==> config.mk <==
export PLATFORM = sky130hd
export DESIGN_NAME = rob_commit_ctrl
export DESIGN_NICKNAME = d
export VERILOG_FILES = /design/src/rtl/rob_commit_ctrl_pkg.sv /design/src/rtl/rob_commit_ctrl_tag_forward.sv /design/src/rtl/rob_commit_ctrl.sv
export SDC_FILE = /design/constraint.sdc
export NUM_CORES = 2
export LEC_CHECK = 0
export CORE_MARGIN = 10
export CORE_UTILIZATION = 67
export DETAILED_ROUTE_END_ITERATION = 8
export GPL_TIMING_DRIVEN = 0
export HOLD_SLACK_MARGIN = 0.05
export PLACE_DENSITY = 0.94
export SLEW_MARGIN = 20
export SYNTH_ARGS = -nofsm -noshare
export SYNTH_HDL_FRONTEND = slang
export SYNTH_SLANG_ARGS = --single-unit
==> constraint.sdc <==
create_clock -name clk -period 42.5 [get_ports clk]
set_clock_uncertainty 0.1 [all_clocks]
set_input_delay 8.5 -clock clk [delete_from_list [all_inputs] [get_ports clk]]
set_output_delay 8.5 -clock clk [all_outputs]
set_load 0.1 [all_outputs]
==> src/rtl/rob_commit_ctrl_pkg.sv <==
// ---------------------------------------------------------------------------
// rob_commit_ctrl_pkg
//   Shared constants and helpers for the reorder-buffer commit controller.
//
//   ROB_SIZE  number of tag slots (tag 0 is reserved as "no tag")
//   ROB_W     tag width, log2(ROB_SIZE)
//   DATA_W    result/value width
//   REG_W     architectural register index width
//
//   next_tag() walks the circular tag space 1..ROB_SIZE-1 and never yields
//   tag 0, which the register file uses to mean "value is architectural".
// ---------------------------------------------------------------------------
package rob_commit_ctrl_pkg;

  localparam int ROB_SIZE = 16;
  localparam int ROB_W    = 4;
  localparam int DATA_W   = 32;
  localparam int REG_W    = 5;

  localparam logic [ROB_W-1:0] ZERO_ROB  = '0;
  localparam logic [REG_W-1:0] ZERO_REG  = '0;
  localparam logic [ROB_W-1:0] ONE_ROB   = ROB_W'(1);
  localparam logic [ROB_W-1:0] FIRST_TAG = ROB_W'(1);
  localparam logic [ROB_W-1:0] LAST_TAG  = ROB_W'(ROB_SIZE - 1);

  localparam logic TRUE  = 1'b1;
  localparam logic FALSE = 1'b0;

  // Circular successor that skips the reserved tag 0.
  function automatic logic [ROB_W-1:0] next_tag(input logic [ROB_W-1:0] tag);
    if (tag == LAST_TAG) begin
      return FIRST_TAG;
    end
    return tag + ONE_ROB;
  endfunction

endpackage

==> src/rtl/rob_commit_ctrl_tag_forward.sv <==
// ---------------------------------------------------------------------------
// rob_tag_forward
//   Combinational operand lookup for one decoder query port. Returns the
//   value belonging to a ROB tag if it is already known, either from the
//   result being broadcast on the CDB this very cycle (bypass) or from a
//   captured-but-not-yet-retired ROB entry.
//
//   q_tag      in   tag read from the register file for this operand
//   cdb_valid  in   CDB broadcast present this cycle
//   cdb_tag    in   tag of the broadcast
//   cdb_value  in   value of the broadcast
//   ent_valid  in   per-slot valid bits (registered)
//   ent_ready  in   per-slot result-captured bits (registered)
//   ent_value  in   per-slot captured values (registered)
//   q_ready    out  operand value is available
//   q_value    out  operand value, 0 when not available
// ---------------------------------------------------------------------------
module rob_tag_forward
  import rob_commit_ctrl_pkg::*;
(
  input  logic                             [ROB_W-1:0]  q_tag,
  input  logic                                          cdb_valid,
  input  logic                             [ROB_W-1:0]  cdb_tag,
  input  logic                             [DATA_W-1:0] cdb_value,
  input  logic [ROB_SIZE-1:0]                           ent_valid,
  input  logic [ROB_SIZE-1:0]                           ent_ready,
  input  logic [ROB_SIZE-1:0]              [DATA_W-1:0] ent_value,
  output logic                                          q_ready,
  output logic                             [DATA_W-1:0] q_value
);

  // Tag 0 means "no rename", so it never reports a forwarded value even if
  // a stray broadcast carries tag 0. The live CDB value wins over a stored
  // one so a decoder never sees a stale copy.
  always_comb begin
    q_ready = FALSE;
    q_value = '0;
    if (q_tag != ZERO_ROB) begin
      if (cdb_valid && (cdb_tag == q_tag)) begin
        q_ready = TRUE;
        q_value = cdb_value;
      end else if (ent_valid[q_tag] && ent_ready[q_tag]) begin
        q_ready = TRUE;
        q_value = ent_value[q_tag];
      end
    end
  end

endmodule

==> src/rtl/rob_commit_ctrl.sv <==
// ---------------------------------------------------------------------------
// rob_commit_ctrl
//   Circular reorder-buffer controller. Hands out ROB tags to the decoder,
//   captures results from the CDB, retires entries in order through the
//   register file's single writeback port and forwards captured results to
//   the decoder for busy operands.
//
//   clk           in   clock
//   rst           in   asynchronous active-high reset
//   flush         in   discard every entry (mispredict)
//   alloc_valid   in   decoder requests an entry
//   alloc_dest    in   destination register of the new entry
//   alloc_ready   out  a slot is free (from registered count)
//   alloc_tag     out  tag granted on alloc_valid && alloc_ready (= tail)
//   cdb_valid     in   result broadcast present
//   cdb_tag       in   tag of the broadcast result
//   cdb_value     in   broadcast result value
//   q1_tag/q2_tag in   operand tags read from the register file
//   q1_ready/..   out  forwarded value available
//   q1_value/..   out  forwarded value, 0 when not available
//   commit_valid  out  registered one-cycle retirement pulse
//   commit_reg    out  retired destination register, 0 when idle
//   commit_tag    out  retired tag (holds last value when idle)
//   commit_value  out  retired value (holds last value when idle)
//   count         out  number of occupied entries
//
//   Allocation handshake: a transfer happens on a rising clk edge where
//   alloc_valid and alloc_ready are both high; alloc_tag names the slot
//   granted by that transfer. alloc_ready depends only on registered state,
//   never on alloc_valid, and the decoder may raise or drop alloc_valid on
//   any cycle.
// ---------------------------------------------------------------------------
module rob_commit_ctrl
  import rob_commit_ctrl_pkg::*;
(
  input  logic              clk,
  input  logic              rst,
  input  logic              flush,
  input  logic              alloc_valid,
  input  logic [REG_W-1:0]  alloc_dest,
  output logic              alloc_ready,
  output logic [ROB_W-1:0]  alloc_tag,
  input  logic              cdb_valid,
  input  logic [ROB_W-1:0]  cdb_tag,
  input  logic [DATA_W-1:0] cdb_value,
  input  logic [ROB_W-1:0]  q1_tag,
  input  logic [ROB_W-1:0]  q2_tag,
  output logic              q1_ready,
  output logic              q2_ready,
  output logic [DATA_W-1:0] q1_value,
  output logic [DATA_W-1:0] q2_value,
  output logic              commit_valid,
  output logic [REG_W-1:0]  commit_reg,
  output logic [ROB_W-1:0]  commit_tag,
  output logic [DATA_W-1:0] commit_value,
  output logic [ROB_W-1:0]  count
);

  // Pointers and occupancy
  logic [ROB_W-1:0] head;
  logic [ROB_W-1:0] tail;
  logic [ROB_W-1:0] count_q;

  // Entry storage, indexed directly by tag (slot 0 is never written valid)
  logic [ROB_SIZE-1:0]              ent_valid;
  logic [ROB_SIZE-1:0]              ent_ready;
  logic [ROB_SIZE-1:0][REG_W-1:0]   ent_dest;
  logic [ROB_SIZE-1:0][DATA_W-1:0]  ent_value;

  logic alloc_fire;
  logic commit_fire;
  logic cdb_hit;

  // Occupancy alone decides readiness; a retirement on the same edge does
  // not free a slot early, which keeps alloc_ready a short registered path.
  assign alloc_ready = (count_q < LAST_TAG);
  assign alloc_tag   = tail;
  assign alloc_fire  = alloc_valid && alloc_ready;

  // Head retires only from registered state, so a CDB capture into the
  // head slot becomes visible to retirement one edge later.
  assign commit_fire = ent_valid[head] && ent_ready[head];

  // Broadcasts to free slots or to tag 0 are dropped.
  assign cdb_hit = cdb_valid && (cdb_tag != ZERO_ROB) && ent_valid[cdb_tag];

  assign count = count_q;

  // -------------------------------------------------------------------------
  // Head / tail / count
  // -------------------------------------------------------------------------
  always_ff @(posedge clk or posedge rst) begin
    if (rst) begin
      head    <= FIRST_TAG;
      tail    <= FIRST_TAG;
      count_q <= ZERO_ROB;
    end else if (flush) begin
      head    <= FIRST_TAG;
      tail    <= FIRST_TAG;
      count_q <= ZERO_ROB;
    end else begin
      if (alloc_fire) begin
        tail <= next_tag(tail);
      end
      if (commit_fire) begin
        head <= next_tag(head);
      end
      case ({alloc_fire, commit_fire})
        2'b10:   count_q <= count_q + ONE_ROB;
        2'b01:   count_q <= count_q - ONE_ROB;
        default: count_q <= count_q;
      endcase
    end
  end

  // -------------------------------------------------------------------------
  // Entry storage
  //   The three updates cannot collide on one slot in a way that matters:
  //   alloc writes tail, which is free unless the buffer is full (and then
  //   alloc is blocked); commit clears head after any CDB write to it, and a
  //   CDB write to the free tail slot is dropped by cdb_hit.
  // -------------------------------------------------------------------------
  always_ff @(posedge clk or posedge rst) begin
    if (rst) begin
      ent_valid <= '0;
      ent_ready <= '0;
      ent_dest  <= '0;
      ent_value <= '0;
    end else if (flush) begin
      ent_valid <= '0;
      ent_ready <= '0;
    end else begin
      if (cdb_hit) begin
        ent_ready[cdb_tag] <= TRUE;
        ent_value[cdb_tag] <= cdb_value;
      end
      if (commit_fire) begin
        ent_valid[head] <= FALSE;
        ent_ready[head] <= FALSE;
      end
      if (alloc_fire) begin
        ent_valid[tail] <= TRUE;
        ent_ready[tail] <= FALSE;
        ent_dest[tail]  <= alloc_dest;
      end
    end
  end

  // -------------------------------------------------------------------------
  // Register-file writeback port
  //   commit_reg returns to 0 when idle so the regfile sees no write even if
  //   it ignores commit_valid; tag/value keep their last retirement.
  // -------------------------------------------------------------------------
  always_ff @(posedge clk or posedge rst) begin
    if (rst) begin
      commit_valid <= FALSE;
      commit_reg   <= ZERO_REG;
      commit_tag   <= ZERO_ROB;
      commit_value <= '0;
    end else if (flush) begin
      commit_valid <= FALSE;
      commit_reg   <= ZERO_REG;
    end else if (commit_fire) begin
      commit_valid <= TRUE;
      commit_reg   <= ent_dest[head];
      commit_tag   <= head;
      commit_value <= ent_value[head];
    end else begin
      commit_valid <= FALSE;
      commit_reg   <= ZERO_REG;
    end
  end

  // -------------------------------------------------------------------------
  // Operand forwarding, one lookup per decoder query port
  // -------------------------------------------------------------------------
  rob_tag_forward u_fwd_q1 (
    .q_tag     (q1_tag),
    .cdb_valid (cdb_valid),
    .cdb_tag   (cdb_tag),
    .cdb_value (cdb_value),
    .ent_valid (ent_valid),
    .ent_ready (ent_ready),
    .ent_value (ent_value),
    .q_ready   (q1_ready),
    .q_value   (q1_value)
  );

  rob_tag_forward u_fwd_q2 (
    .q_tag     (q2_tag),
    .cdb_valid (cdb_valid),
    .cdb_tag   (cdb_tag),
    .cdb_value (cdb_value),
    .ent_valid (ent_valid),
    .ent_ready (ent_ready),
    .ent_value (ent_value),
    .q_ready   (q2_ready),
    .q_value   (q2_value)
  );

endmodule

==> results.txt <==
The xor/xnor share of the synthesized area is 0.003042. The area of the die came out at 68,370 µm². The adder-cell area share of the yosys netlist came out at 0.003202.

The number of flip-flops in the largest register is 512. The checks that failed: DRC. The leakage power came out at 19.46 nW. The number of levels the H-tree was split into came out at 3. After detailed routing, no signal wire sits above met5. The critical path class is input port to primary output. The layout overhead on the synthesized area is 13.11%. For the finished layout, the period the worst path requires is 22.06 ns. The first routing iteration left 5,261 violations.

In this run, synthesis produced a sequential element count of 678. The number of setup buffers added after CTS is 0. Once placement finished, the instance area stood at 41,830 µm².

The detail route stage leaves a number of antenna-violating nets equal to 0. The final net count is 2,868. The number of placement rows came out at 88. The standard cell core area came out at 57,700 µm².

Counting flops with a built-in enable in the synthesized netlist gives 0. The worst-case headroom to the max-slew limit is 0.1388. The synthesized netlist net count is 2,627. Buffers inserted to repair hold after CTS numbered 0. The largest driver fanout on the critical path is 10. The combinational family with the most area after synthesis is multiplexers. The number of optimization iterations in the first detailed-route pass came out at 9. The number of vias per cell after detailed routing is 8.112. After filler insertion, the fill cell instance count of the layout stands at 3,110. The required time at the worst-slack endpoint is 33.90 ns. Leaving out fill and tap cells, the most frequent cell in the layout is dfrtp_1.

The final count of pins violating max slew came out at 0. The top cell types in the final layout, fill and taps aside, are dfrtp_1 (676), mux2_2 (593), mux4_2 (521). The arrival time at the worst endpoint is 13.46 ns. The simple-gate share of the synthesized area came out at 0.03590.

The overall via count from detail_route came out at 29,456. For the final routed database, the setup TNS stands at 0 ns. The finished layout holds 3,631 standard cells, fillers aside. The most used flip-flop cell after synthesis is dfrtp_1. After detailed routing, the number of remaining DRC violations is 27. The slew of the pin with the lowest slew margin came out at 1.292 ns.

The maximum clock insertion buffer count came out at 3. In the synthesized netlist the async set-or-reset flop fraction comes to 1.000. The total placed cells including tap cells is 3,496.

Counting instances, the worst hold path has a depth of 1. The number of endpoints with negative hold slack in the final report came out at 0. After global routing the overflow that remains totals 0.

STA classifies the critical path endpoint as a primary output. The TritonCTS sink count is 678. The floorplan step set the die height to 261.5 µm. Detailed routing placed a total of 59,180 µm of wire on met2. The share of the cycle needed by the critical path after routing came out at 0.5191.

In the final layout, the registers with the most flip-flops are ent_value x512, ent_dest x80, commit_value x32. The post-synthesis cell type count came out at 51. The number of max-cap violations came out at 0.

The wire length of the first global-routing pass is 198,300 µm. The clock reaches the later pin of the worst-skew pair after 0.65 ns. The combined global-route utilization of all metal layers is 0.3985.

The routed design uses 21,170 µm of met3 wire. The detailed placer's ending HPWL came out at 84,640 µm. The number of CTS-inserted buffers is 71. Of the synthesized area, sequential elements account for 0.4343.

The kind of path behind the tightest hold check is flip-flop to flip-flop. Clock tree synthesis selected as its root buffer the cell clkbuf_16. The type of origin of the critical path is an input port. The I/O pin total is 171.

Entering global routing, the biggest net connects 111 pins. The fmax is 0.04533 GHz. After technology mapping, the gate count stands at 2,563. Setup repair after global routing left no endpoint under its margin. TritonCTS built the clock tree. The average cell area after synthesis is 15.24 µm².

The number of cells on the worst reg-to-reg path is 6. The multiplexer fraction of the synthesized cell area is 0.4729. The congestion estimate from routability-driven global placement came to 0.9931.

The wire length reported by the detailed router is 134,000 µm. The number of synthesis warnings came out at 0. The post-route met1 wirelength is 41,250 µm. The clock slew seen by the registers of the worst setup and hold paths is 0.06 ns. The initial antenna violation count came out at 11. Setup violations remaining at the end of the flow were counted as 0.

The cell area after technology mapping is 39,070 µm². The share of post-route cells with drive strength above 1 came out at 0.4771. The count of instances resized after the clock tree is built is 0. The finished cells cover 44,190 µm². The fraction of the mapped netlist area in compound gates is 0.01944. The worst-case IR drop observed on VDD is 0.03136 mV. The initial cell density of the core is 0.6772. The share of the core filled with cells in the final layout is 0.7660. Counting flops per register, the top entry is ent_value. The die outline width came out at 261.5 µm. The flow ran to the end, but the final reports show violations.

The via count of the first global-routing pass came to 30,844. The power per unit of standard cell area came out at 32.68 nW/µm². The count of buffers added on input and output ports is 162. The wire length per cell after detailed routing came out at 36.90 µm. The power consumption is 1.444 mW.
-- cells by family after synthesis --
kind of cell               count (synthesis)
muxes                                   1120
xor gates and xnor gates                  12
buffers and inverters                    293
and+or+nand+nor                          322
DFF                                      678
adders and majority gates                 10
AOI/OAI and AO/OA                        128
-- worst max-delay path, cell delays in order --
cell	delay, ns
clkdlybuf4s50_1	0.73
clkbuf_1	0.51
xor2_1	0.12
nor3_1	0.22
and3_1	0.19
clkbuf_1	0.43
clkbuf_1	0.78
nand3_1	0.24
o21ai_0	0.42
clkdlybuf4s50_1	1.29
-- through the flow --
| step | hold slack, ns | setup slack, ns |
|---|---|---|
| after CTS | 0.4037 | 20.84 |
| after detailed placement | 0.3892 | 21.00 |
| final | 0.4049 | 20.44 |
| after global routing | 0.4164 | 20.54 |
| after floorplan | 0.3580 | 14.90 |
| after global placement | 0.3703 | 8.525 |
-- path summary, 6_finish.rpt --
check                      slack [ns]                to             start
setup / recovery                20.44      q1_value[30]        cdb_tag[1]
hold / removal                   0.40  commit_value[23]  commit_value[23]
setup reg to reg                38.50  commit_value[30]           head[1]
hold reg to reg                  0.40  commit_value[23]  commit_value[23]
max in group asynchronous       32.41   commit_value[8]               rst
min in group asynchronous        8.32    ent_value[407]               rst
-- power breakdown --
group / switching [mW] / leakage, nW / internal, mW
registers: 0.0119 / 9.41 / 0.660
clock network: 0.281 / 1.16 / 0.361
logic: 0.0802 / 8.89 / 0.0498
-- cell type report --
type,instances,area [µm²],share of cell area
inverters,14,60.06,0.001359
multi-input cells,1592,20880,0.4725
clock buffers,109,2182,0.04937
well taps,765,957.2,0.02166
plain buffers,279,1195,0.02704
repair buffers,168,1787,0.04043
diodes,5,12.51,0.0002831
flip-flops and latches,678,16970,0.3840
clock inverters,21,150.1,0.003397
-- routing by layer --
layer,global-route usage,vias to the layer above
met3,0.1847,1079
met2,0.5838,3196
met1,0.4647,14629
met4,0.2737,20
li1,-,10532
met5,0.01423,-
-- synthesized netlist by cell type, drive strengths merged (9+ instances only) --
master  count  share of area
ha         10         0.0032
buf       119          0.015
nor3b      15         0.0030
mux4      521           0.30
mux2      597           0.17
a21oi      83          0.011
nor2       26         0.0026
inv        13         0.0012
nor3       13         0.0017
nand2     221          0.021
dfrtp     676           0.43
o21ai       9         0.0012
clkbuf    160          0.015
nand3      12         0.0015
(Power assumes the default switching activity.)
==> RTL edit: new RTL, same settings <==
The package constant `ZERO_REG` goes from '0 to 1.
--- a/src/rtl/rob_commit_ctrl_pkg.sv
+++ b/src/rtl/rob_commit_ctrl_pkg.sv
@@ -18,7 +18,7 @@
   localparam int REG_W    = 5;
 
   localparam logic [ROB_W-1:0] ZERO_ROB  = '0;
-  localparam logic [REG_W-1:0] ZERO_REG  = '0;
+  localparam logic [REG_W-1:0] ZERO_REG  = 1;
   localparam logic [ROB_W-1:0] ONE_ROB   = ROB_W'(1);
   localparam logic [ROB_W-1:0] FIRST_TAG = ROB_W'(1);
   localparam logic [ROB_W-1:0] LAST_TAG  = ROB_W'(ROB_SIZE - 1);
Function: not settled (the Yosys comparison gave no result); the edit may change what the design does.
==> RTL edit against the unedited design <==
  * Routed wire length is 0.67% higher
  * Count of clock-buffer cells in the layout decreased by 3
  * Sequential cell count stayed put
  * Register-to-register slack got worse by 0.19 ns
  * Setup slack got worse by 0.091 ns
  * Total power is 0.52% higher
  * Highest routed layer unchanged
  * Synthesized area barely moved
  * Synthesized cell count is the same
  * Final area is essentially flat
==> RTL edit: results (changes against the unedited design) <==
[critical_path]
crit_end = q1_value[10]
crit_arrival_ns = 13.55  ; +0.09 ns
r2r_cells = 13  ; +7
rr_startpoint = head[1]$_DFFE_PP0P_
r2r_setup_slack_ns = 38.31  ; -0.19 ns
timing.rr.end = count[2]$_DFFE_PP0P_

[run_status]
status = finished clean

[route]
wl_per_cell_um = 37.2  ; +0.73%
drtPass1Iterations = 7  ; -2
vias_per_cell = 8.01  ; -1.3%
met2_length_um = 60400  ; +2.1%
wl_met1_um = 41700  ; +1.0%
route.met3.wl_um = 20900  ; -1.5%
initialDrtViolationCount = 5208  ; -1.0%

[placed_design]
globalplace.congestion = 1.02  ; +2.4%
placedCellCount = 3496  ; unchanged
dp_hpwl_um = 87300  ; +3.2%
io_buffers = 162  ; unchanged

[clocking]
insertion_delay_ns = 0.64
clock_path_buffers = 3  ; unchanged
cts_buffers = 73  ; +2.8%
cts.clk_slew.worst_paths_ns = 0.06  ; about the same
htreeDepth = 3  ; unchanged
post_cts_resized = 0  ; unchanged

[finish]
largestRegisters = ent_value: 512 flops, ent_dest: 80 flops, commit_value: 32 flops
nNetsFinal = 2870  ; +0.070%
fin_cells = 3629  ; -0.055%
drive_gt1_share_pct = 47.7  ; about the same

[global_route]
grtUsageMet1_pct = 46.2  ; -0.27 points
grtUsageTotal_pct = 40.0  ; +0.12 points
antenna_found_initial = 5  ; -6
met3_usage_pct = 17.7  ; -0.81 points
grt_pass1_vias = 30800  ; -0.30%
use_met2_pct = 58.7  ; +0.28 points
grt_pass1_wl_um = 198000  ; -0.35%

[yosys]
synth-seq-area-share_pct = 43.4  ; about the same
synthesis.nets = 2627  ; unchanged
synthesis.area_per_instance_um2 = 15.2  ; about the same
synthTopCellsByCount = dfrtp_1 (675), mux2_2 (593), mux4_2 (521)
synth_area_leaders = dfrtp_1 (43%), mux4_2 (30%), mux2_2 (17%)
ys_warn_count = 0  ; unchanged

[sta]
worst_pin_slew_ns = 1.33  ; +0.0359 ns

[power_and_ir_drop]
p_sw_share_pct = 25.7  ; -0.11 points
power.leakage_uw = 0.0195  ; about the same
peakVddDrop_mv = 0.0369  ; +18%

[worst_hold_path]
hold_start = ent_dest[59]$_DFFE_PP0P_
whs_path_depth = 1  ; unchanged
whs_endpoint = ent_dest[59]$_DFFE_PP0P_

==> RTL edit: cell type report <==
cell class                 count  area (µm²)
clock buffer                 106        2130
inverter                      14        60.1
multi-input combinational   1592       20900
sequential                   678       17000
timing repair buffer         168        1790
antenna                        2        5.00
fill                        3141       13500
buffer                       279        1190
clock inverter                25         250
tap                          765         957
==> RTL edit: worst max-delay path, cell delays in order <==
cell	delay, ns
clkdlybuf4s50_1	0.68
clkbuf_1	0.52
xor2_1	0.13
nor3_1	0.29
nand3_1	0.48
a21bo_2	0.45
clkbuf_1	0.44
a21oi_1	0.77
clkdlybuf4s50_1	1.28
==> RTL edit: power by group through the flow <==
| stage | logic (µW) | clock network, µW | registers [µW] |
|---|---|---|---|
| global placement | 118 | 0 | 681 |
| detailed placement | 125 | 0 | 683 |
| global route | 135 | 672 | 673 |
| finish | 130 | 650 | 672 |
| floorplan | 77.5 | 0 | 685 |
| CTS | 127 | 644 | 671 |
==> RTL edit: stage by stage <==
step / hold slack (ns) / total power [µW] / area, µm² / worst slack, ns
final: 0.402 / 1450 / 44200 / 20.35
after global routing: 0.415 / 1480 / 44200 / 20.38
after CTS: 0.402 / 1440 / 44200 / 20.97
after detailed placement: 0.388 / 808 / 41800 / 21.03
after global placement: 0.369 / 800 / 41700 / 8.51
after floorplan: 0.358 / 762 / 39100 / 14.90
==> RTL edit: cells by family (layout without fill, tap and decap cells) <==
group	Yosys count	count (layout)	share of synthesized area, %
adders and majority gates	10	10	0.320
xor gates and xnor gates	12	12	0.304
and+or+nand+nor	322	322	3.59
muxes	1120	1120	47.3
buffers and inverters	293	592	3.13
DFF	678	678	43.4
AOI/OAI and AO/OA	128	128	1.94
other	0	2	0
